<file path="src/rtl/count_ud_mod_pkg.sv">
// Shared types and helpers for the up/down modulo counter.
// Mode select and load clamping live here so the bench and RTL agree.
package count_pkg;

    typedef enum logic {
        MODE_WRAP = 1'b0,
        MODE_SAT  = 1'b1
    } mode_e;

    function automatic logic [31:0] clamp_to_mod(
        input logic [31:0] v,
        input logic [31:0] m
    );
        return (v < m) ? v : m - 32'd1;
    endfunction

endpackage

</file>
<file path="src/rtl/count_ud_mod_if.sv">
// Control/status bundle of the up/down modulo counter.
// The master drives controls, the counter (slave) drives status.
interface count_ud_mod_if #(
    parameter int WIDTH = 4
);
    import count_pkg::*;

    logic             iEN;
    logic             iUP;
    mode_e            iMODE;
    logic             iCLR;
    logic             iLOAD;
    logic [WIDTH-1:0] iLOAD_VAL;
    logic [WIDTH-1:0] oCOUNT;
    logic             oTC;
    logic             oWRAP;

    modport master (
        output iEN, iUP, iMODE, iCLR, iLOAD, iLOAD_VAL,
        input  oCOUNT, oTC, oWRAP
    );

    modport slave (
        input  iEN, iUP, iMODE, iCLR, iLOAD, iLOAD_VAL,
        output oCOUNT, oTC, oWRAP
    );

endinterface

</file>
<file path="src/rtl/count_ud_mod_tick_gen.sv">
// Clock-enable prescaler: one tick per DIV enabled clocks.
// Phase is held while iEN is low; DIV==1 keeps a constant 1-bit phase.
module tick_gen #(
    parameter int DIV = 1
) (
    input  logic iCLK,
    input  logic iRST_N,
    input  logic iEN,
    input  logic iCLR,
    output logic oTICK
);
    localparam int PW = (DIV > 1) ? $clog2(DIV) : 1;
    localparam logic [PW-1:0] LAST = PW'(DIV - 1);

    logic [PW-1:0] presc;

    always_ff @(posedge iCLK or negedge iRST_N) begin
        if (!iRST_N) begin
            presc <= '0;
        end else if (iCLR) begin
            presc <= '0;
        end else if (iEN) begin
            presc <= (presc == LAST) ? '0 : presc + 1'b1;
        end
    end

    assign oTICK = iEN && (presc == LAST);

endmodule

</file>
<file path="src/rtl/count_ud_mod.sv">
// Parametrised up/down modulo counter with prescaler,
// synchronous clear/load and wrap or saturate behaviour.
module count_ud_mod
    import count_pkg::*;
#(
    parameter int WIDTH   = 4,
    parameter int MODULUS = 16,
    parameter int DIV     = 1
) (
    input logic           iCLK,
    input logic           iRST_N,
    count_ud_mod_if.slave bus
);
    if (MODULUS < 2 || MODULUS > (2 ** WIDTH)) begin : g_bad_mod
        $error("count_ud_mod: MODULUS out of range");
    end
    if (DIV < 1) begin : g_bad_div
        $error("count_ud_mod: DIV must be >= 1");
    end

    localparam logic [WIDTH-1:0] MAX = WIDTH'(MODULUS - 1);

    logic [WIDTH-1:0] cnt_q;
    logic [WIDTH-1:0] cnt_d;
    logic [WIDTH-1:0] load_clamped;
    logic             wrap_q;
    logic             wrap_d;
    logic             tick;

    tick_gen #(
        .DIV (DIV)
    ) u_tick (
        .iCLK   (iCLK),
        .iRST_N (iRST_N),
        .iEN    (bus.iEN),
        .iCLR   (bus.iCLR | bus.iLOAD),
        .oTICK  (tick)
    );

    assign load_clamped = WIDTH'(clamp_to_mod(
        32'(bus.iLOAD_VAL), 32'(MODULUS)));

    // Wrap is explicit at MAX/0, never a natural 2**WIDTH roll.
    always_comb begin
        cnt_d  = cnt_q;
        wrap_d = 1'b0;
        if (bus.iCLR) begin
            cnt_d = '0;
        end else if (bus.iLOAD) begin
            cnt_d = load_clamped;
        end else if (tick) begin
            if (bus.iUP) begin
                if (cnt_q < MAX) begin
                    cnt_d = cnt_q + 1'b1;
                end else if (bus.iMODE == MODE_WRAP) begin
                    cnt_d  = '0;
                    wrap_d = 1'b1;
                end
            end else begin
                if (cnt_q != '0) begin
                    cnt_d = cnt_q - 1'b1;
                end else if (bus.iMODE == MODE_WRAP) begin
                    cnt_d  = MAX;
                    wrap_d = 1'b1;
                end
            end
        end
    end

    always_ff @(posedge iCLK or negedge iRST_N) begin
        if (!iRST_N) begin
            cnt_q  <= '0;
            wrap_q <= 1'b0;
        end else begin
            cnt_q  <= cnt_d;
            wrap_q <= wrap_d;
        end
    end

    assign bus.oCOUNT = cnt_q;
    assign bus.oWRAP  = wrap_q;
    assign bus.oTC    = bus.iUP ? (cnt_q == MAX) : (cnt_q == '0);

endmodule

</file>
<file path="src/flat_wrapper.sv">
// flat-port wrapper written by rule: the top's interface ports become plain ports
module count_ud_mod_flat import count_pkg::*;
#(
    parameter int WIDTH   = 4,
    parameter int MODULUS = 16,
    parameter int DIV     = 1
)
  (iCLK, iRST_N, bus_iEN, bus_iUP, bus_iMODE, bus_iCLR, bus_iLOAD, bus_iLOAD_VAL, bus_oCOUNT, bus_oTC, bus_oWRAP);
  count_ud_mod_if #(.WIDTH(WIDTH)) bus_i ();
  input logic iCLK;
  input logic iRST_N;
  input wire logic [$bits(bus_i.iEN)-1:0] bus_iEN;
  input wire logic [$bits(bus_i.iUP)-1:0] bus_iUP;
  input wire logic [$bits(bus_i.iMODE)-1:0] bus_iMODE;
  input wire logic [$bits(bus_i.iCLR)-1:0] bus_iCLR;
  input wire logic [$bits(bus_i.iLOAD)-1:0] bus_iLOAD;
  input wire logic [$bits(bus_i.iLOAD_VAL)-1:0] bus_iLOAD_VAL;
  output wire logic [$bits(bus_i.oCOUNT)-1:0] bus_oCOUNT;
  output wire logic [$bits(bus_i.oTC)-1:0] bus_oTC;
  output wire logic [$bits(bus_i.oWRAP)-1:0] bus_oWRAP;
  assign bus_i.iEN = bus_iEN;
  assign bus_i.iUP = bus_iUP;
  assign bus_i.iMODE = bus_iMODE;
  assign bus_i.iCLR = bus_iCLR;
  assign bus_i.iLOAD = bus_iLOAD;
  assign bus_i.iLOAD_VAL = bus_iLOAD_VAL;
  assign bus_oCOUNT = bus_i.oCOUNT;
  assign bus_oTC = bus_i.oTC;
  assign bus_oWRAP = bus_i.oWRAP;
  count_ud_mod #(.WIDTH(WIDTH), .MODULUS(MODULUS), .DIV(DIV)) u_core (.iCLK(iCLK), .iRST_N(iRST_N), .bus(bus_i));
endmodule
</file>
<file path="config.mk">
export PLATFORM = sky130hd
export DESIGN_NAME = count_ud_mod_flat
export DESIGN_NICKNAME = d
export VERILOG_FILES = /design/src/rtl/count_ud_mod_pkg.sv /design/src/rtl/count_ud_mod_if.sv /design/src/rtl/count_ud_mod_tick_gen.sv /design/src/rtl/count_ud_mod.sv /design/src/flat_wrapper.sv
export SDC_FILE = /design/constraint.sdc
export NUM_CORES = 1
export LEC_CHECK = 0
export BUFFER_PORTS_ARGS = -buffer_cell sky130_fd_sc_hd__buf_2
export CAP_MARGIN = 20
export CORE_AREA = 3 3 40 42
export CTS_CLUSTER_SIZE = 28
export DETAILED_ROUTE_END_ITERATION = 8
export DIE_AREA = 0 0 43 45
export PLACE_DENSITY = 0.54
export SETUP_SLACK_MARGIN = 0.02
export SKIP_CTS_REPAIR_TIMING = 1
export SLEW_MARGIN = 25
export SYNTH_ARGS = -nofsm -noshare
export SYNTH_HDL_FRONTEND = slang
export SYNTH_SLANG_ARGS = --single-unit
</file>
<file path="constraint.sdc">
create_clock -name iCLK -period 3.8 [get_ports iCLK]
set_clock_uncertainty 0.2 [all_clocks]
set_input_delay 0.57 -clock iCLK [delete_from_list [all_inputs] [get_ports iCLK]]
set_output_delay 0.57 -clock iCLK [all_outputs]
set_load 0.02 [all_outputs]
</file>
# After elaboration in Yosys (flattened, before gate mapping)
# Index checks and enable logic that the tools add are counted.
totals:
  input_bits: 11
  word_cells: 37
  ff_bits: 6
op_classes:
  eq_ne: 3
  muxes: 19
  bitwise_logic: 2
  reduce_logical: 6
  order_cmp: 1
  addsub: 3
ops:
  columns: ["op", "count"]
  rows:
  - ["$mux W4", 8]
  - ["$mux W1", 11]
  - ["$ne A5 B2 Y1 const B", 2]
  - ["$add A4 B1 Y4 const B", 1]
  - ["$eq A4 B4 Y1 const B", 1]
  - ["$logic_not A4 Y1", 1]
  - ["$lt A4 B4 Y1 const B", 1]
  - ["$reduce_bool A4 Y1", 1]
  - ["$sub A4 B1 Y4 const B", 1]
  - ["$reduce_and A3 Y1", 1]
  - ["$reduce_bool A3 Y1", 1]
  - ["$reduce_bool A2 Y1", 1]
  - ["$add A1 B1 Y1 const B", 1]
  - ["$logic_and A1 B1 Y1", 1]
  - ["$not A1 Y1", 1]
  - ["$or A1 B1 Y1", 1]

# Depth between registers and ports, before layout
# Gate-level depths: netlist of run 1.
depth:
  word_depth: 6
  ltp_mapped: 7
  ltp_nobuf: 7

# Hierarchy
# A second synthesis of run 1 with hierarchy kept.
hier_totals:
  cells_unflattened: 53
  area_unflattened_um2: 454.2
by_module_without_submodules:
  columns: ["mod", "seq_area_each_um2", "instances", "area_each_um2", "cells_each"]
  rows:
  - ["count_ud_mod", 125.1, 1, 446.7, 52]
  - ["tick_gen", 0.0, 1, 7.5, 1]

# Worst setup path before layout of run 1
# OpenSTA, ideal clock, no wires.
synth_path:
  path_kind: "flip-flop to output port"
  startpoint: "register u_core.cnt_q[0], in the netlist u_core.bus.oCOUNT[0]"
  endpoint: "output bus_oTC"
  arrival_ns: 1.446
  slack_ns: 1.584
  stages_incl_launch_ff: 5
  required_time_ns: 3.030
  path_buffers: 0
  path_cell_list: "dfrtp_1 > inv_1 > ha_1 > or4b_4 > nand2_1"
synth_between:
  elab_chain_cells: 2
  word_cells_on_any_way: 3
synth_rtl:
  columns: ["element", "line_no", "rtl"]
  rows:
  - ["start: declaration", "count_ud_mod.sv:23", "logic [WIDTH-1:0] cnt_q;"]
  - ["start signal: assignment", "count_ud_mod.sv:75", "cnt_q <= cnt_d;"]
  - ["$eq A4 B4 Y1 or $logic_not A4 Y1 (tied branches)", "count_ud_mod.sv:82", "assign bus.oTC = bus.iUP ? (cnt_q == MAX) : (cnt_q == '0);"]
  - ["$mux W1 (*)", "count_ud_mod.sv:82", null]
  - ["end: declaration", "flat_wrapper.sv:19", "output wire logic [$bits(bus_i.oTC)-1:0] bus_oTC;"]
# Mark *: on every way between the ends. The rest lies on a longest branch, timed or not.

# Final worst setup path of run 1
# Same ends and word-level chain as after synthesis.

==> impl_metrics.tcl, run 1 <==
set metrics [dict create \
    crit_end "bus_oTC" \
    outcome "finished, final reports clean" \
    stdcell_count 84 \
    routed_wl_microns 1000 \
    netSwitchingPower_mw 0.0567 \
    clockBufferDepth 2 \
    yosys-top-cells-area "dfrtp_1 30%, nor2_1 7.2%, xnor2_1 6.3%" \
    async_flop_share 1.00 \
    crit_path_cell_trace "inv_1 -> ha_1 -> or4b_4 -> nand2_1 -> buf_2" \
    detail-route-antenna-nets 0 \
    clk_latency_ns 0.24 \
    ctsHtreeMaxLevel 1 \
    dr.max_layer_used "met3" \
    crit_cells 5 \
    cts_root_buffer "clkbuf_4" \
    drt_iter0_markers 4 \
    via_count 428 \
    port_buffers 16 \
    cp_max_fo 6 \
    drc 0 \
    synth_nets 62 \
    num_antenna_cells 0 \
    power_frac_comb 0.303 \
    synth_seq_cells 5 \
    ys_types 24 \
    grt_usage 0.113 \
    seq_area_sq_um 125 \
    layout-drive-gt1-share 0.319 \
    grt_pass1_wl_microns 1610 \
    max_freq_mhz 403 \
    fillCellCount 136 \
    antenna_found_initial 0 \
    dr_wl_met3_microns 95 \
    m1WireLength_microns 423 \
    multi_input_area_sq_um 267 \
    power_leakage_nw 0.263 \
    area_growth_pct 29.6 \
    setup_viol 0 \
    fin_crit_sh 0.653 \
    synth_top_area_cell "dfrtp_1" \
    intPower_mw 0.121 \
    worst_ep_arrival_time_ns 1.71 \
    die_width_microns 43 \
    nNetsFinal 83 \
    r2r_start "u_core.bus.oCOUNT[0]$_DFFE_PN0P_" \
    worst_pin_slew_ns 0.353 \
    final.setup.tns_ns 0 \
    grt_max_degree 10 \
    syn_area_per_cell_sq_um 8.53 \
    path_buf_inv 2 \
    max-vdd-ir-drop_uv 150 \
    synth-seq-area-share 0.299 \
    dieHeight_microns 45 \
    seq_power_share 0.360 \
    r2r_cells 7 \
    timing.rr.end "u_core.bus.oCOUNT[1]$_DFFE_PN0P_" \
    first_pass_iters 4 \
    drv_slew 0 \
    startpoint "u_core.bus.oCOUNT[0]$_DFFE_PN0P_" \
    drt-vias-per-instance 5.10 \
    dieArea_sq_mm 0.00194 \
    wl_met2_microns 484 \
    synth_flop_cell "dfrtp_1" \
    core_area_sq_mm 0.00128 \
    cts.clk_slew.worst_paths_ns 0.04 \
    cp_top_family "simple AND/OR/NAND/NOR gates" \
    synth_top_cell_area_share 0.299 \
    grt_overflow 0 \
    rsz0062_at_grt "false" \
    syn_inst 49 \
    cp_slowest_cell "or4b_4" \
    mappedNetlistArea_sq_um 418 \
    gp_congestion 0.761 \
    maxCapViolCount 0 \
    hold_path.class "primary input to register" \
    first_global_vias 386 \
    wl_per_cell_microns 11.9 \
    r2r_setup_slack_ns 1.63 \
    fin_crit_ns 2.48 \
    numCtsBuffers 3 \
    crit_type "register to primary output" \
    power_frac_clock 0.336 \
    switching_share 0.318 \
    cts_sinks 5 \
    yosys_warnings 0 \
    hold_viol_final 0 \
    pin_count 17 \
    powerDensity_mw_per_mm2 329 \
    place_inst 79 \
    hpwl_microns 823 \
    fp-row-count 13 \
    end_kind "primary output" \
    cts_tree "yes" \
    cp.required_ns 3.03 \
    synth-edff-count 0 \
    start_kind "register" \
    start_util 0.325 \
    slew-limit-headroom 0.758 \
    max_stage_delay_ns 0.47 \
]
how the worst min path moves through the flow:
stage,startpoint,cells past startpoint,slack [ns],to
finish,bus_iCLR,2,0.35,u_core.bus.oCOUNT[0]$_DFFE_PN0P_
detailed placement,iRST_N,1,0.19,u_core.bus.oWRAP$_DFF_PN0_
global placement,iRST_N,1,0.19,u_core.bus.oWRAP$_DFF_PN0_
floorplan,iRST_N,0,0.07,u_core.bus.oCOUNT[0]$_DFFE_PN0P_
CTS,iRST_N,1,-0.07,u_core.bus.oCOUNT[3]$_DFFE_PN0P_
global route,bus_iCLR,2,0.34,u_core.bus.oCOUNT[1]$_DFFE_PN0P_
registers in the layout, summed over array words and instances, names as in the netlist:
register and cells:
u_core.bus.oWRAP 1, u_core.bus.oCOUNT 4
metal layers:
metal	vias to the layer above	global-route usage
met4	0	0.0181
met1	191	0.136
met3	0	0.0677
met5	-	0
met2	19	0.180
li1	218	-
kinds of logic (layout without fill, tap and decap cells):
logic type | count (synthesis) | count (layout) | synth area share
flip-flops | 5 | 5 | 0.299
XOR/XNOR | 3 | 3 | 0.0629
AND/OR/NAND/NOR | 21 | 21 | 0.287
AO/OA/AOI/OAI | 11 | 11 | 0.180
multiplexers | 2 | 2 | 0.0479
adder cells (fa/ha/maj) | 2 | 2 | 0.0599
buffers and inverters | 5 | 25 | 0.0629
stage by stage:
stage | setup slack [ns] | hold WS [ns] | instance area, sq um | utilization | total power, mW
after global placement | 1.55 | 0.191 | 505 | 0.393 | 0.119
final | 1.32 | 0.354 | 542 | 0.422 | 0.178
after detailed placement | 1.54 | 0.193 | 505 | 0.393 | 0.118
after CTS | 1.31 | -0.0678 | 532 | 0.414 | 0.182
after global routing | 1.21 | 0.340 | 542 | 0.422 | 0.195
after floorplan | 1.58 | 0.0744 | 418 | - | 0.100
layout make-up:
type | count | share of cell area
clock buffer | 4 | 0.0485
inverter | 4 | 0.0277
tap | 15 | 0.0346
timing repair buffer | 17 | 0.166
multi-input combinational | 39 | 0.492
sequential | 5 | 0.231
power by group through the flow:
| stage | sequential [mW] | combinational (mW) | clock [mW] |
|---|---|---|---|
| 6_report | 0.0642 | 0.0540 | 0.0599 |
| 5_1_grt | 0.0654 | 0.0591 | 0.0704 |
| 4_1_cts | 0.0643 | 0.0536 | 0.0638 |
| 3_5_place_dp | 0.0651 | 0.0532 | 0 |
| 3_3_place_gp | 0.0650 | 0.0537 | 0 |
| 2_1_floorplan | 0.0684 | 0.0319 | 0 |
cell usage after synthesis, types with 2 or more instances:
library cell  number
a21oi_1            3
nor2_1             8
xnor2_1            3
inv_1              4
dfrtp_1            5
nand2_1            3
ha_1               2
nand3_1            2
mux2i_1            2
o21ai_0            2
a211oi_1           2
cell usage in the layout (no fill, tap or decap):
| master | n |
|---|---|
| dlygate4sd3_1 | 1 |
| nor3b_1 | 1 |
| nor2_1 | 8 |
| o21bai_1 | 1 |
| nand2b_4 | 1 |
| buf_2 | 16 |
| o21ai_0 | 2 |
| o211ai_1 | 1 |
| inv_1 | 4 |
| and4_1 | 1 |
| clkbuf_1 | 1 |
| or4b_4 | 1 |
| a211oi_1 | 2 |
| ha_1 | 2 |
| nand2_1 | 3 |
| nand3_1 | 2 |
| a21oi_1 | 3 |
| nor4_1 | 1 |
| nand4_1 | 1 |
| mux2i_1 | 2 |
| clkbuf_4 | 3 |
| nand3b_1 | 1 |
| xnor2_1 | 3 |
| a2111oi_0 | 1 |
| nor3_1 | 1 |
| dfrtp_1 | 5 |
| a21boi_2 | 1 |
(Power assumes the default switching activity.)
==> inputs of run 2 (changes only) <==
==> constraint.sdc (replaced) <==
create_clock -name iCLK -period 2.3 [get_ports iCLK]
set_clock_uncertainty 0.2 [all_clocks]
set_input_delay 0.345 -clock iCLK [delete_from_list [all_inputs] [get_ports iCLK]]
set_output_delay 0.345 -clock iCLK [all_outputs]
set_load 0.02 [all_outputs]
==> impl_metrics.tcl, run 2 (synthesized netlist as in run 1, its figures left out) <==
set metrics [dict create \
    first_pass_iters 4 \
    cts_tree "yes" \
    startpoint "u_core.bus.oCOUNT[0]$_DFFE_PN0P_" \
    dieHeight_microns 45 \
    fin_crit_ns 2.18 \
    multi_input_area_sq_um 269 \
    grt_pass1_wl_microns 1720 \
    final_cell_mix "16 x buf_2, 8 x nor2_1, 5 x dfrtp_1" \
    powerDensity_mw_per_mm2 539 \
    final.setup.tns_ns 0 \
    power_leakage_nw 0.276 \
    end_kind "primary output" \
    ctsHtreeMaxLevel 1 \
    hold_path.class "primary input to register" \
    layout-drive-gt1-share 0.375 \
    antenna_found_initial 0 \
    max_freq_mhz 458 \
    holdPathEnd "u_core.bus.oCOUNT[0]$_DFFE_PN0P_" \
    die_width_microns 43 \
    core_area_sq_mm 0.00128 \
    outcome "finished, final reports clean" \
    r2r_setup_slack_ns 0.20 \
    fin_crit_sh 0.950 \
    dieArea_sq_mm 0.00194 \
    crit_type "register to primary output" \
    pin_count 17 \
    fillCellCount 127 \
    start_util 0.325 \
    hold_viol_final 0 \
    drv_slew 0 \
    r2r_cells 7 \
    maxCapViolCount 0 \
    cp_max_fo 3 \
    holdPathStages 2 \
    detail-route-antenna-nets 0 \
    cts.clk_slew.worst_paths_ns 0.05 \
    cts_root_buffer "clkbuf_4" \
    nNetsFinal 86 \
    clockBufferDepth 2 \
    r2r_start "u_core.bus.oCOUNT[0]$_DFFE_PN0P_" \
    drt-vias-per-instance 5.06 \
    port_buffers 16 \
    largest_reg_flops 4 \
    path_buf_inv 2 \
    cp_top_family "simple AND/OR/NAND/NOR gates" \
    min-delay-start "bus_iCLR" \
    routed_wl_microns 1060 \
    cp.required_ns 1.75 \
    seq_area_sq_um 125 \
    worst_ep_arrival_time_ns 1.64 \
    first_global_vias 436 \
    start_kind "register" \
    slew-limit-headroom 0.745 \
    drt_iter0_markers 14 \
    timing.rr.end "u_core.bus.oCOUNT[1]$_DFFE_PN0P_" \
    gp_congestion 0.766 \
    crit_path_cell_trace "inv_2 -> ha_2 -> or4b_4 -> nand2_1 -> buf_2" \
    drc 0 \
    max_stage_delay_ns 0.47 \
    via_count 440 \
    cp_slowest_cell "or4b_4" \
    grt_overflow 0 \
    fp-row-count 13 \
    wl_per_cell_microns 12.2 \
    num_antenna_cells 0 \
    grt_usage 0.119 \
    final_common_cell "buf_2" \
    place_area_sq_um 528 \
    area_growth_pct 35.6 \
    setup_viol 0 \
    rsz0062_at_grt "false" \
    postLayoutCellArea_sq_um 567 \
    hpwl_microns 870 \
    worst_pin_slew_ns 0.373 \
    max-vdd-ir-drop_uv 249 \
    numCtsBuffers 3 \
    grt_max_degree 10 \
    cts_sinks 5 \
    clk_latency_ns 0.24 \
]
==> run 2: cell type report <==
cell class	instances	share of cell area
Inverter	4	0.0265
Tap cell	15	0.0331
Clock buffer	4	0.0464
Timing Repair Buffer	20	0.199
Multi-Input combinational cell	39	0.475
Sequential cell	5	0.221
==> run 2: layer usage <==
metal,vias to the layer above,GRT usage,share of wire
met5,-,0,0
met4,0,0.0181,0
met3,0,0.0518,0.065
met2,17,0.210,0.49
met1,198,0.136,0.44
li1,225,-,-
==> run 2: worst reg2reg max path, cell delays in order (launching register included) <==
cell and delay, ns:
dfrtp_1 0.39, inv_2 0.08, ha_2 0.19, or4b_4 0.47
a21boi_2 0.18, nand2b_4 0.16, mux2i_1 0.07, a211oi_1 0.25
==> run 2: worst max path at each step <==
stage	to	slack (ns)	depth (start not counted)
floorplan	u_core.bus.oCOUNT[1]$_DFFE_PN0P_	0.17	7
global placement	u_core.bus.oCOUNT[3]$_DFFE_PN0P_	0.22	7
detailed placement	u_core.bus.oCOUNT[1]$_DFFE_PN0P_	0.19	7
CTS	bus_oTC	0.08	5
global route	bus_oTC	0.02	5
finish	bus_oTC	0.12	5
==> run 2: through the flow <==
step / hold slack (ns) / power, mW / worst slack [ns] / cells / util
finish: 0.129 / 0.305 / 0.116 / 87 / 0.441
global route: 0.138 / 0.326 / 0.0230 / 87 / 0.441
CTS: -0.295 / 0.308 / 0.0769 / 86 / 0.431
detailed placement: -0.0291 / 0.202 / 0.189 / 82 / 0.411
global placement: -0.0354 / 0.203 / 0.219 / 82 / 0.411
floorplan: -0.151 / 0.166 / 0.169 / 49 / -
==> run 2: report_power, final <==
part / leakage [nW] / total (mW) / internal, mW / switching (mW)
logic: 0.196 / 0.103 / 0.0472 / 0.0559
registers: 0.0656 / 0.101 / 0.0946 / 0.00630
clock network: 0.0150 / 0.101 / 0.0656 / 0.0357
total: 0.276 / 0.305 / 0.207 / 0.0980
